===== src/rtl/keypad_pkg.sv =====
// Key-code constants, entry-state encoding and digit classifier shared by the
// keypad scanner, operand entry and display stages.
package keypad_pkg;

   localparam logic [3:0] KEY_NONE  = 4'hF;
   localparam logic [3:0] KEY_NEXT  = 4'hA;
   localparam logic [3:0] KEY_BACK  = 4'hC;
   localparam logic [3:0] KEY_CLEAR = 4'hD;
   localparam logic [3:0] KEY_ENTER = 4'hE;

   typedef enum logic [1:0] {
      ENTER_A = 2'd0,
      ENTER_B = 2'd1,
      DONE    = 2'd2
   } entry_state_t;

   function automatic logic is_digit(input logic [3:0] code);
      return code <= 4'd9;
   endfunction

endpackage


===== src/rtl/key_event.sv =====
// Press detector: one key_evt pulse per press, registered one edge after the
// first non-idle sample; re-arms only after RELEASE_CYCLES idle samples in a row.
module key_event
   import keypad_pkg::*;
#(
   parameter int RELEASE_CYCLES = 216_000
) (
   input  logic       clk,
   input  logic       reset,
   input  logic [3:0] key_code,
   output logic       key_evt,
   output logic [3:0] evt_code
);

   localparam int RW = $clog2(RELEASE_CYCLES + 1);
   localparam logic [RW-1:0] REL_MAX = RW'(RELEASE_CYCLES);

   logic          armed;
   logic [RW-1:0] rel_cnt;

   always_ff @(posedge clk) begin
      if (reset) begin
         armed    <= 1'b1;
         rel_cnt  <= '0;
         key_evt  <= 1'b0;
         evt_code <= KEY_NONE;
      end else begin
         key_evt <= 1'b0;
         if (key_code != KEY_NONE) begin
            rel_cnt <= '0;
            if (armed) begin
               key_evt  <= 1'b1;
               evt_code <= key_code;
               armed    <= 1'b0;
            end
         end else begin
            if (rel_cnt < REL_MAX)
               rel_cnt <= rel_cnt + 1'b1;
            // this idle sample completes the release window
            if (rel_cnt >= REL_MAX - 1'b1)
               armed <= 1'b1;
         end
      end
   end

endmodule


===== src/rtl/operand_entry.sv =====
// Key stream to BCD operand pair, 2 edges key-to-output; pair_valid holds until pair_ready.
// Backspace (4'hC) is built only when OPERAND_ENTRY_BACKSPACE_EN is defined.
module operand_entry
   import keypad_pkg::*;
#(
   parameter int MAX_DIGITS     = 3,
   parameter int RELEASE_CYCLES = 216_000
) (
   input  logic                              clk,
   input  logic                              reset,
   input  logic [3:0]                        key_code,
   output logic [4*MAX_DIGITS-1:0]           operand_a,
   output logic [4*MAX_DIGITS-1:0]           operand_b,
   output logic                              active_b,
   output logic [$clog2(MAX_DIGITS+1)-1:0]   digit_count,
   output logic                              pair_valid,
   input  logic                              pair_ready
);

   localparam int W  = 4 * MAX_DIGITS;
   localparam int CW = $clog2(MAX_DIGITS + 1);
   localparam logic [CW-1:0] CNT_MAX = CW'(MAX_DIGITS);

   logic         key_evt;
   logic [3:0]   evt_code;
   entry_state_t state;

   key_event #(
      .RELEASE_CYCLES(RELEASE_CYCLES)
   ) u_key_event (
      .clk     (clk),
      .reset   (reset),
      .key_code(key_code),
      .key_evt (key_evt),
      .evt_code(evt_code)
   );

   function automatic logic [W-1:0] shift_in(input logic [W-1:0] op, input logic [3:0] d);
      return (op << 4) | {{(W-4){1'b0}}, d};
   endfunction

   assign active_b   = (state == ENTER_B);
   assign pair_valid = (state == DONE);

   always_ff @(posedge clk) begin
      if (reset) begin
         state       <= ENTER_A;
         operand_a   <= '0;
         operand_b   <= '0;
         digit_count <= '0;
      end else if (key_evt && evt_code == KEY_CLEAR) begin
         // clear outranks a same-cycle handshake: the pair is dropped, not transferred
         state       <= ENTER_A;
         operand_a   <= '0;
         operand_b   <= '0;
         digit_count <= '0;
      end else begin
         case (state)
            ENTER_A, ENTER_B: begin
               if (key_evt) begin
                  if (is_digit(evt_code)) begin
                     if (digit_count < CNT_MAX) begin
                        if (state == ENTER_B)
                           operand_b <= shift_in(operand_b, evt_code);
                        else
                           operand_a <= shift_in(operand_a, evt_code);
                        digit_count <= digit_count + 1'b1;
                     end
                  end else if (evt_code == KEY_NEXT && state == ENTER_A) begin
                     state       <= ENTER_B;
                     digit_count <= '0;
                  end else if (evt_code == KEY_ENTER && state == ENTER_B && digit_count != '0) begin
                     state <= DONE;
                  end
`ifdef OPERAND_ENTRY_BACKSPACE_EN
                  else if (evt_code == KEY_BACK && digit_count != '0) begin
                     if (state == ENTER_B)
                        operand_b <= operand_b >> 4;
                     else
                        operand_a <= operand_a >> 4;
                     digit_count <= digit_count - 1'b1;
                  end
`endif
               end
            end
            DONE: begin
               if (pair_ready) begin
                  state       <= ENTER_A;
                  operand_a   <= '0;
                  operand_b   <= '0;
                  digit_count <= '0;
               end
            end
            default: state <= ENTER_A;
         endcase
      end
   end

endmodule


===== config.mk =====
export PLATFORM = sky130hd
export DESIGN_NAME = operand_entry
export DESIGN_NICKNAME = d
export VERILOG_FILES = /design/src/rtl/keypad_pkg.sv /design/src/rtl/key_event.sv /design/src/rtl/operand_entry.sv
export SDC_FILE = /design/constraint.sdc
export NUM_CORES = 1
export LEC_CHECK = 0
export BUFFER_PORTS_ARGS = -buffer_cell sky130_fd_sc_hd__buf_2
export CORE_MARGIN = 1
export CORE_UTILIZATION = 58
export CTS_BUF_LIST = sky130_fd_sc_hd__clkbuf_8
export CTS_CLUSTER_DIAMETER = 200
export DETAILED_ROUTE_END_ITERATION = 7
export PLACE_DENSITY = 0.82
export SLEW_MARGIN = 5
export SYNTH_ARGS = -nofsm -noshare
export SYNTH_HDL_FRONTEND = slang
export SYNTH_SLANG_ARGS = --single-unit

===== constraint.sdc =====
create_clock -name clk -period 2 [get_ports clk]
set_input_delay 0.4 -clock clk [delete_from_list [all_inputs] [get_ports clk]]
set_output_delay 0.4 -clock clk [all_outputs]
set_load 0.1 [all_outputs]

* Word level (Yosys, flattened, before mapping)
Cells that the tools add are included.
** Word-level totals
- Flip-flop bits (word level) :: 52
- Input port bits :: 7
- Logic and storage cells :: 75
** Operators by class
- Add/sub/neg operators :: 2
- Order comparisons :: 4
- Eq/ne operators :: 16
- Muxes and demuxes :: 25
- Bitwise logic cells :: 3
- Reductions and logical operators :: 17
** Operators with widths (number)
- two-way mux 12 bit :: 9
- one-hot mux 12 bit (2 select lines) :: 2
- OR 12 x 4 -> 12 bit :: 2
- adder 18 x 1 -> 18 bit (second input constant) :: 1
- greater-or-equal comparator 18 bit (second input constant) :: 1
- < comparator 18 bit (second input constant) :: 1
- two-way mux 2 bit :: 9
- == test 4 bit (second input constant) :: 3
- AND reduction 6 bit :: 2
- inequality test 2 bit (second input constant) :: 5
- inequality test 3 bit (second input constant) :: 3
- one-hot mux 2 bit (2 select lines) :: 2
- OR reduction 2 bit :: 4
- nonzero test 2 bit :: 3
- AND reduction 5 bit :: 1
- <= comparator 4 bit (second input constant) :: 1
- logical AND 1 bit :: 4
- inequality test 2 x 1 -> 1 bit (second input constant) :: 2
- inequality test 4 bit (second input constant) :: 1
- AND reduction 4 bit :: 1
- two-way mux 1 bit :: 3
- adder 2 x 1 -> 2 bit (second input constant) :: 1
- == test 2 x 1 -> 1 bit (second input constant) :: 1
- == test 2 bit (second input constant) :: 1
- 4 further kinds :: 4

* Logic depth before layout (Yosys ltp)
Gate-level depths: netlist (run 1).
- Depth in word-level cells :: 8
- Depth in mapped cells :: 6
- Depth with buffers taken out :: 6

* Cells and area by module
Synthesis (run 1) repeated with hierarchy kept, for this count alone.
** Unflattened totals
- Cells, all modules :: 288
- Area total of the unflattened synthesis :: 2506.2 um2
** Modules (own cells, without submodules)
- operand_entry :: times used 1, cells an instance 148, area an instance 1285.0 um2, sequential area each 560.5 um2
- key_event :: times used 1, cells an instance 140, area an instance 1221.2 um2, sequential area each 480.5 um2

* Worst setup path after synthesis (run 1)
Ideal clock, no wire load.
- Kind :: reg-to-reg
- Start point :: reg state[0]
- End point :: reg operand_b[10]
- Setup time :: 119 ps
- Arrival time :: 2701 ps
- Data required time :: 1881 ps
- Path slack :: -820 ps
- Stages on the path, launching flop included :: 6
- Buffers on the path :: 1
- Clock period less this slack :: 2820 ps
- Path through :: dfxtp_1 -> nor2b_1 -> nand3_1 -> nor3b_1 -> clkbuf_1 -> a22o_1
** On the way
- Cells in the longest elaborated chain, start to end :: 4
** RTL lines
- start, declared :: RTL line operand_entry.sv:26 : entry_state_t state;
- start signal, assigned :: RTL line operand_entry.sv:47 : state <= ENTER_A;
- start signal, assigned :: RTL line operand_entry.sv:53 : state <= ENTER_A;
- start signal, assigned :: RTL line operand_entry.sv:70 : state <= ENTER_B;
- == test 2 x 1 -> 1 bit *
- net active_b :: RTL line operand_entry.sv:14 : output logic active_b,
- OR reduction 2 bit :: RTL line operand_entry.sv:58 : case (state)
- inequality test 2 bit (no source line) (tied with other cells)
- AND reduction 6 bit (no source line)
- end signal, assigned :: RTL line operand_entry.sv:64 : operand_b <= shift_in(operand_b, evt_code);
- end, declared :: RTL line operand_entry.sv:13 : output logic [4*MAX_DIGITS-1:0] operand_b,
The timed path passes the listed nets; every way through them passes the cells marked *.
A chain may end at the register's enable or synchronous reset.

* Worst setup path after layout (run 1)
- Start point :: reg u_key_event.evt_code[3]
- End point :: reg digit_count[1]
** On the way
- Cells in the longest elaborated chain, start to end :: 4
** RTL lines
- start, declared :: RTL line key_event.sv:12 : output logic [3:0] evt_code
- start signal, assigned :: RTL line key_event.sv:33 : evt_code <= key_code;
- <= comparator 4 bit / == test 4 bit (equally long branches) :: RTL line keypad_pkg.sv:18, operand_entry.sv:69
- two-way mux 2 bit / logical AND 1 bit (equally long branches) :: RTL line operand_entry.sv:61, operand_entry.sv:69
- two-way mux 2 bit / inequality test 3 bit (equally long branches)
- one-hot mux 2 bit (2 select lines) / AND reduction 5 bit (equally long branches)
- end signal, assigned :: RTL line operand_entry.sv:67 : digit_count <= digit_count + 1'b1;
- end, declared :: RTL line operand_entry.sv:15 : output logic [$clog2(MAX_DIGITS+1)-1:0] digit_count,
Parallel ways exist; a longest one is shown, timed or not. The select of a mux whose other input is x is not followed.

==> impl_metrics.xml, run 1 <==
<?xml version="1.0" encoding="UTF-8"?>
<metrics>
  <group name="drt">
    <metric name="dr_total_vias" unit="">1801</metric>
    <metric name="detail_route.wl_per_cell" unit="um">13.7</metric>
    <metric name="antenna_violating_nets_post_route" unit="">0</metric>
    <metric name="dr.first_iter.drc_count" unit="">122</metric>
    <metric name="drt_pass1_iterations" unit="">4</metric>
    <metric name="postRouteWirelength" unit="mm">4.29</metric>
    <metric name="vias_per_cell" unit="">5.74</metric>
    <metric name="route.detailed.drc" unit="">0</metric>
  </group>
  <group name="layout">
    <metric name="fillers" unit="">274</metric>
    <metric name="area.growth.synth_to_final" unit="%">17.1</metric>
    <metric name="final-instance-count-excl-fill" unit="">314</metric>
    <metric name="final_core_util" unit="">0.734</metric>
    <metric name="number_of_antenna_repair_diodes" unit="">0</metric>
    <metric name="num-nets-final" unit="">278</metric>
    <metric name="post_route_cell_area" unit="um^2">2530</metric>
    <metric name="drive_above_1_share" unit="">0.213</metric>
  </group>
  <group name="sta">
    <metric name="fin_crit_sh" unit="">0.949</metric>
    <metric name="final.hold.worst_slack" unit="ns">0.355</metric>
    <metric name="clock_skew" unit="ns">0.00362</metric>
    <metric name="finalCriticalPeriod" unit="ns">1.90</metric>
    <metric name="timing_worst_slew_pin_value" unit="ns">0.765</metric>
    <metric name="hold_violations" unit="">0</metric>
    <metric name="rsz0062_at_grt" unit="">false</metric>
    <metric name="fmax" unit="GHz">0.527</metric>
    <metric name="max_slew_margin" unit="">0.488</metric>
    <metric name="setup_viol" unit="">0</metric>
    <metric name="final.setup.tns" unit="ns">0</metric>
    <metric name="layout_setup_ws" unit="ns">0.102</metric>
    <metric name="slew_violations" unit="">0</metric>
  </group>
  <group name="floorplan">
    <metric name="floorplan.core_area" unit="um^2">3440</metric>
    <metric name="floorplan.initialDensity" unit="">0.627</metric>
    <metric name="ioPinCount" unit="">35</metric>
    <metric name="die_area" unit="um^2">3970</metric>
    <metric name="die_h" unit="um">63.0</metric>
    <metric name="die_w" unit="um">63.0</metric>
    <metric name="floorplan.rows" unit="">21</metric>
  </group>
  <group name="cts">
    <metric name="worst_setup_hold_path_clk_slew" unit="ns">0.09</metric>
    <metric name="postCtsSetupRepairBufs" unit="">0</metric>
    <metric name="cts-buffers-inserted" unit="">5</metric>
    <metric name="clk_latency_worst_skew_pair" unit="ns">0.31</metric>
    <metric name="cts.path.max_buffers" unit="">2</metric>
    <metric name="cts_htree_levels" unit="">2</metric>
    <metric name="clock_sink_count" unit="">52</metric>
    <metric name="cts.root.buffer_cell" unit="">clkbuf_8</metric>
    <metric name="cts_tree" unit="">built</metric>
    <metric name="hold_buffers" unit="">0</metric>
    <metric name="ctsResizeCount" unit="">0</metric>
  </group>
  <group name="worst_setup_path">
    <metric name="timing.rr.start" unit="">u_key_event.evt_code[3]</metric>
    <metric name="critical-path-max-stage-delay" unit="ns">0.50</metric>
    <metric name="crit_family" unit="">simple AND/OR/NAND/NOR gates</metric>
    <metric name="timing.setup.critical_path_class" unit="">reg -&gt; reg</metric>
    <metric name="critical_path.endpoint" unit="">digit_count[1]</metric>
    <metric name="path_depth" unit="">5</metric>
    <metric name="start_kind" unit="">flop</metric>
    <metric name="worstPathBufferInverterCount" unit="">0</metric>
    <metric name="critPathLaunch" unit="">u_key_event.evt_code[3]</metric>
    <metric name="crit_path_max_fanout" unit="">6</metric>
    <metric name="timing.reg2reg.setup_slack" unit="ns">0.10</metric>
    <metric name="cell_by_cell_listing_of_the_critical_path" unit="">or4b_4 &gt; o22ai_2 &gt; a31oi_1 &gt; or4b_1 &gt; a21oi_1</metric>
    <metric name="r2r.worst_path.cells" unit="">5</metric>
    <metric name="timing.rr.end" unit="">digit_count[1]</metric>
    <metric name="worst_path_max_delay_cell" unit="">or4b_4</metric>
    <metric name="timing.critical_path.to_type" unit="">flop</metric>
    <metric name="cp_data_arrival_time" unit="ns">2.13</metric>
    <metric name="cp_data_required_time" unit="ns">2.24</metric>
  </group>
  <group name="run_status">
    <metric name="outcome" unit="">finished clean</metric>
  </group>
  <group name="yosys">
    <metric name="synthMostInstantiatedCell" unit="">dfxtp_1</metric>
    <metric name="synth_seq_cells" unit="">52</metric>
    <metric name="syn_area" unit="um^2">2160</metric>
    <metric name="ys_top_cells_by_area" unit="">dfxtp_1 48%, nor2_1 6.3%, a22o_1 4.9%, a22oi_1 4.5%, xnor2_1 3.7%</metric>
    <metric name="post_synth_inst_count" unit="">231</metric>
    <metric name="async_reset_ff_frac" unit="">0</metric>
    <metric name="yosysSeqAreaShare" unit="">0.483</metric>
    <metric name="ys_top_cells_by_count" unit="">52 x dfxtp_1, 36 x nor2_1, 13 x a22oi_1, 12 x a22o_1, 12 x nor3_1</metric>
    <metric name="synth_fp_nets" unit="">241</metric>
    <metric name="top_cell_type_by_total_area_after_synthesis" unit="">dfxtp_1</metric>
    <metric name="ys_warn_count" unit="">0</metric>
    <metric name="postSynth.topFlopCell" unit="">dfxtp_1</metric>
    <metric name="synth_enable_flop_cells" unit="">0</metric>
    <metric name="post_synth_num_cell_types" unit="">45</metric>
    <metric name="avg_synthesized_cell_area" unit="um^2">9.34</metric>
    <metric name="synth.top_cell.area_share" unit="">0.483</metric>
  </group>
  <group name="power">
    <metric name="post-layout-total-power" unit="mW">2.01</metric>
    <metric name="vdd_drop_max" unit="mV">0.483</metric>
    <metric name="p_leak" unit="nW">0.995</metric>
    <metric name="pwr_density_cell" unit="nW/um^2">795</metric>
  </group>
  <group name="placement">
    <metric name="numPlacedInstances" unit="">307</metric>
    <metric name="dp_worst_setup_slack" unit="ns">0.183</metric>
    <metric name="place_area" unit="um^2">2400</metric>
    <metric name="detailed_place_hpwl" unit="mm">2.91</metric>
    <metric name="port_buffers" unit="">34</metric>
    <metric name="gp_congestion" unit="">0.838</metric>
  </group>
  <group name="min_path">
    <metric name="timing.hold.worst.class" unit="">in -&gt; reg</metric>
    <metric name="worst_hold_startpoint" unit="">reset</metric>
  </group>
  <group name="global_route">
    <metric name="first_global_vias" unit="">1562</metric>
    <metric name="maximum_number_of_pins_on_one_net_before_global_route_repair" unit="">19</metric>
    <metric name="grt_first_pass_wirelength" unit="mm">7.43</metric>
    <metric name="antenna_found_initial" unit="">0</metric>
    <metric name="grt_remaining_overflow" unit="">0</metric>
    <metric name="groute.usage.overall" unit="">0.239</metric>
  </group>
  <group name="flow_run">
    <metric name="max_cap_violations" unit="">0</metric>
  </group>
</metrics>
==> worst min path at each step <==
stage                     cells past startpoint                endpoint  slack (ns)
final                                         2     u_key_event.key_evt        0.35
after global routing                          2     u_key_event.key_evt        0.35
after CTS                                     2     u_key_event.key_evt        0.35
after detailed placement                      1            operand_b[9]        0.46
after global placement                        1            operand_b[8]        0.45
after floorplan                               2  u_key_event.rel_cnt[1]        0.45
==> sequential cells by signal (all words and copies together), names as in the netlist <==
name and flops:
digit_count 2, u_key_event.evt_code 4, state 2, u_key_event.armed 1, operand_b 12, u_key_event.key_evt 1, operand_a 12, u_key_event.rel_cnt 18
==> power by group <==
part	internal [mW]	leakage, nW	switching [mW]	total [mW]
registers	1.05	0.422	0.0177	1.07
logic	0.0376	0.509	0.0789	0.117
clock network	0.492	0.0642	0.334	0.827
total	1.58	0.995	0.431	2.01
==> cell families after synthesis <==
family,share of synthesized area
fa+ha+maj,0.0174
buf+inv,0.0226
compound gates,0.173
simple gates,0.247
flops,0.483
mux,0.00464
xor+xnor,0.0528
==> metal layers <==
layer  track usage  wire length (um)
met2         0.353              1920
met4         0.113                68
met3        0.0529               178
met1         0.328              2120
met5             0                 0
==> area by class of cell <==
type                       count  area [um^2]  share of cell area
multi-input combinational    166         1080               0.426
sequential                    52         1040               0.413
timing repair buffer          38          200              0.0792
clock buffer                   5         68.8              0.0272
clock inverter                 2         60.1              0.0238
tap                           46         57.6              0.0228
inverter                       5         18.8             0.00743
==> placed cells by master (no fill, tap or decap), drive strengths merged, types with 4 or more instances in the layout <==
cell type   n
a211o       4
a21oi       6
a22o       12
a22oi      13
and3        7
buf        38
clkbuf      5
dfxtp      52
inv         5
nand2       8
nand3       8
nand4       5
nor2       36
nor3       13
or2         4
xnor2       9
xor2        4
==> worst register-to-register path, stage by stage, from the launching register on <==
cell and delay (ns):
dfxtp_1 0.42, or4b_4 0.50, o22ai_2 0.12, a31oi_1 0.15, or4b_1 0.48, a21oi_1 0.15
Power figures use the tool's default switching activity.
==> run 2, diff against run 1 <==
--- a/config.mk
+++ b/config.mk
@@ -5,13 +5,13 @@
 export SDC_FILE = /design/constraint.sdc
 export NUM_CORES = 1
 export LEC_CHECK = 0
-export BUFFER_PORTS_ARGS = -buffer_cell sky130_fd_sc_hd__buf_2
 export CORE_MARGIN = 1
-export CORE_UTILIZATION = 58
+export CORE_UTILIZATION = 65
 export CTS_BUF_LIST = sky130_fd_sc_hd__clkbuf_8
 export CTS_CLUSTER_DIAMETER = 200
 export DETAILED_ROUTE_END_ITERATION = 7
-export PLACE_DENSITY = 0.82
+export DONT_BUFFER_PORTS = 1
+export PLACE_DENSITY = 0.81
 export SLEW_MARGIN = 5
 export SYNTH_ARGS = -nofsm -noshare
 export SYNTH_HDL_FRONTEND = slang
==> run 2 against run 1 <==
  * Non-clock buffer count down 6
  * Routed wire length up 12%
  * Cell count down 2.2%
  * Largest power group unchanged
  * Highest routed layer unchanged
==> impl_metrics.xml, run 2 (synthesis gave the netlist of run 1 again) <==
<?xml version="1.0" encoding="UTF-8"?>
<metrics>
  <group name="run_status">
    <metric name="outcome" unit="">finished clean</metric>
  </group>
  <group name="placement">
    <metric name="dp_worst_setup_slack" unit="ns">0.117</metric>
    <metric name="place_area" unit="um^2">2430</metric>
    <metric name="detailed_place_hpwl" unit="mm">3.38</metric>
    <metric name="port_buffers" unit="">0</metric>
    <metric name="gp_congestion" unit="">0.865</metric>
  </group>
  <group name="worst_setup_path">
    <metric name="start_kind" unit="">flop</metric>
    <metric name="timing.rr.start" unit="">state[1]</metric>
    <metric name="timing.reg2reg.setup_slack" unit="ns">0.09</metric>
    <metric name="cp_data_required_time" unit="ns">2.24</metric>
    <metric name="cp_data_arrival_time" unit="ns">2.15</metric>
    <metric name="crit_path_max_fanout" unit="">4</metric>
    <metric name="timing.setup.critical_path_class" unit="">reg -&gt; reg</metric>
    <metric name="timing.rr.end" unit="">digit_count[1]</metric>
    <metric name="timing.critical_path.to_type" unit="">flop</metric>
    <metric name="r2r.worst_path.cells" unit="">5</metric>
  </group>
  <group name="drt">
    <metric name="dr_total_vias" unit="">1884</metric>
    <metric name="route.detailed.drc" unit="">0</metric>
    <metric name="dr.first_iter.drc_count" unit="">143</metric>
    <metric name="antenna_violating_nets_post_route" unit="">0</metric>
    <metric name="detail_route.wl_per_cell" unit="um">15.6</metric>
    <metric name="vias_per_cell" unit="">6.14</metric>
    <metric name="drt_pass1_iterations" unit="">4</metric>
    <metric name="postRouteWirelength" unit="mm">4.80</metric>
  </group>
  <group name="floorplan">
    <metric name="floorplan.core_area" unit="um^2">3100</metric>
    <metric name="floorplan.rows" unit="">20</metric>
    <metric name="ioPinCount" unit="">35</metric>
    <metric name="die_area" unit="um^2">3550</metric>
    <metric name="floorplan.initialDensity" unit="">0.695</metric>
    <metric name="die_w" unit="um">59.6</metric>
    <metric name="die_h" unit="um">59.6</metric>
  </group>
  <group name="cts">
    <metric name="cts.root.buffer_cell" unit="">clkbuf_8</metric>
    <metric name="cts_tree" unit="">built</metric>
    <metric name="worst_setup_hold_path_clk_slew" unit="ns">0.09</metric>
    <metric name="clk_latency_worst_skew_pair" unit="ns">0.30</metric>
    <metric name="hold_buffers" unit="">0</metric>
    <metric name="clock_sink_count" unit="">52</metric>
    <metric name="cts-buffers-inserted" unit="">5</metric>
    <metric name="cts.path.max_buffers" unit="">2</metric>
    <metric name="postCtsSetupRepairBufs" unit="">0</metric>
    <metric name="cts_htree_levels" unit="">2</metric>
    <metric name="ctsResizeCount" unit="">0</metric>
  </group>
  <group name="sta">
    <metric name="max_slew_margin" unit="">0.484</metric>
    <metric name="finalCriticalPeriod" unit="ns">1.91</metric>
    <metric name="rsz0062_at_grt" unit="">false</metric>
    <metric name="slew_violations" unit="">0</metric>
    <metric name="setup_viol" unit="">0</metric>
    <metric name="fmax" unit="GHz">0.523</metric>
    <metric name="hold_violations" unit="">0</metric>
    <metric name="final.setup.tns" unit="ns">0</metric>
    <metric name="layout_setup_ws" unit="ns">0.0886</metric>
    <metric name="fin_crit_sh" unit="">0.956</metric>
    <metric name="final.hold.worst_slack" unit="ns">0.157</metric>
    <metric name="clock_skew" unit="ns">0.00876</metric>
    <metric name="timing_worst_slew_pin_value" unit="ns">0.771</metric>
  </group>
  <group name="global_route">
    <metric name="groute.usage.overall" unit="">0.287</metric>
    <metric name="first_global_vias" unit="">1763</metric>
    <metric name="maximum_number_of_pins_on_one_net_before_global_route_repair" unit="">19</metric>
    <metric name="grt_remaining_overflow" unit="">0</metric>
    <metric name="antenna_found_initial" unit="">0</metric>
    <metric name="grt_first_pass_wirelength" unit="mm">7.59</metric>
  </group>
  <group name="flow_run">
    <metric name="max_cap_violations" unit="">0</metric>
  </group>
  <group name="layout">
    <metric name="reg.largest.list" unit="">u_key_event.rel_cnt x18, operand_a x12, operand_b x12</metric>
    <metric name="number_of_antenna_repair_diodes" unit="">0</metric>
    <metric name="num-nets-final" unit="">272</metric>
    <metric name="mostFrequentLayoutCells" unit="">50 x dfxtp_1, 35 x nor2_1, 32 x buf_4, 13 x a22oi_1</metric>
    <metric name="most_common_library_cell_in_the_layout_ignoring_fill_and_taps" unit="">dfxtp_1</metric>
    <metric name="registers.top_by_ff_count" unit="">u_key_event.rel_cnt</metric>
    <metric name="largest_register_ffs" unit="">18</metric>
    <metric name="post_route_cell_area" unit="um^2">2540</metric>
    <metric name="drive_above_1_share" unit="">0.194</metric>
    <metric name="area.growth.synth_to_final" unit="%">17.9</metric>
  </group>
  <group name="min_path">
    <metric name="worst_hold_startpoint" unit="">reset</metric>
    <metric name="timing.hold.worst.class" unit="">in -&gt; reg</metric>
    <metric name="timing.hold.worst_endpoint" unit="">u_key_event.key_evt</metric>
    <metric name="worstHoldPathCells" unit="">1</metric>
  </group>
  <group name="power">
    <metric name="vdd_drop_max" unit="mV">0.607</metric>
    <metric name="pwr_density_cell" unit="nW/um^2">734</metric>
    <metric name="post-layout-total-power" unit="mW">1.87</metric>
    <metric name="p_leak" unit="nW">0.962</metric>
  </group>
</metrics>
## run 2: cell count changes in the layout (fill, tap and decap cells not counted)
cell       change
inv_1          +1
buf_2         -34
buf_4         +28
clkinv_2       +1
bufinv_16      -1
## run 2: report_power, final
group          total, mW  leakage [nW]  switching, mW  internal [mW]
Combinational      0.118         0.481         0.0802         0.0383
Clock              0.685        0.0593          0.319          0.366
Sequential          1.06         0.422         0.0149           1.05
## run 2: worst max-delay path, stage by stage (launching register included)
cell and delay, ns:
dfxtp_1 0.37, or4b_4 0.58, o22ai_2 0.11, a31oi_1 0.15, or4b_1 0.50, a21oi_1 0.14
## run 2: layout make-up
type	count	area, um^2
tap	44	55.1
sequential	52	1040
inverter	5	18.8
clock inverter	3	38.8
multi-input combinational	166	1080
timing repair buffer	32	240
clock buffer	5	68.8
fill	220	561
## run 2: metal layers
layer / vias up / track usage / share of wire
met5: - / 0 / 0
met4: 0 / 0.153 / 0.024
met3: 14 / 0.0721 / 0.040
met2: 59 / 0.515 / 0.54
met1: 909 / 0.308 / 0.40
li1: 902 / - / -
## run 2: metrics by stage
stage | utilization | std cells
after global routing | 0.819 | 307
after CTS | 0.819 | 307
after detailed placement | 0.785 | 299
final | 0.819 | 307
after floorplan | - | 231
after global placement | 0.785 | 299
## run 2: worst max path at each step
stage                                        from             end  slack, ns  cells past startpoint
final                                    state[1]  digit_count[1]       0.09                      5
after floorplan                    digit_count[0]   operand_b[10]       0.09                      6
after global placement                   state[1]  digit_count[1]       0.21                      5
after global routing      u_key_event.evt_code[1]    operand_a[0]       0.02                      5
after CTS                                state[1]  digit_count[1]        0.1                      5
after detailed placement                 state[1]  digit_count[1]       0.12                      5
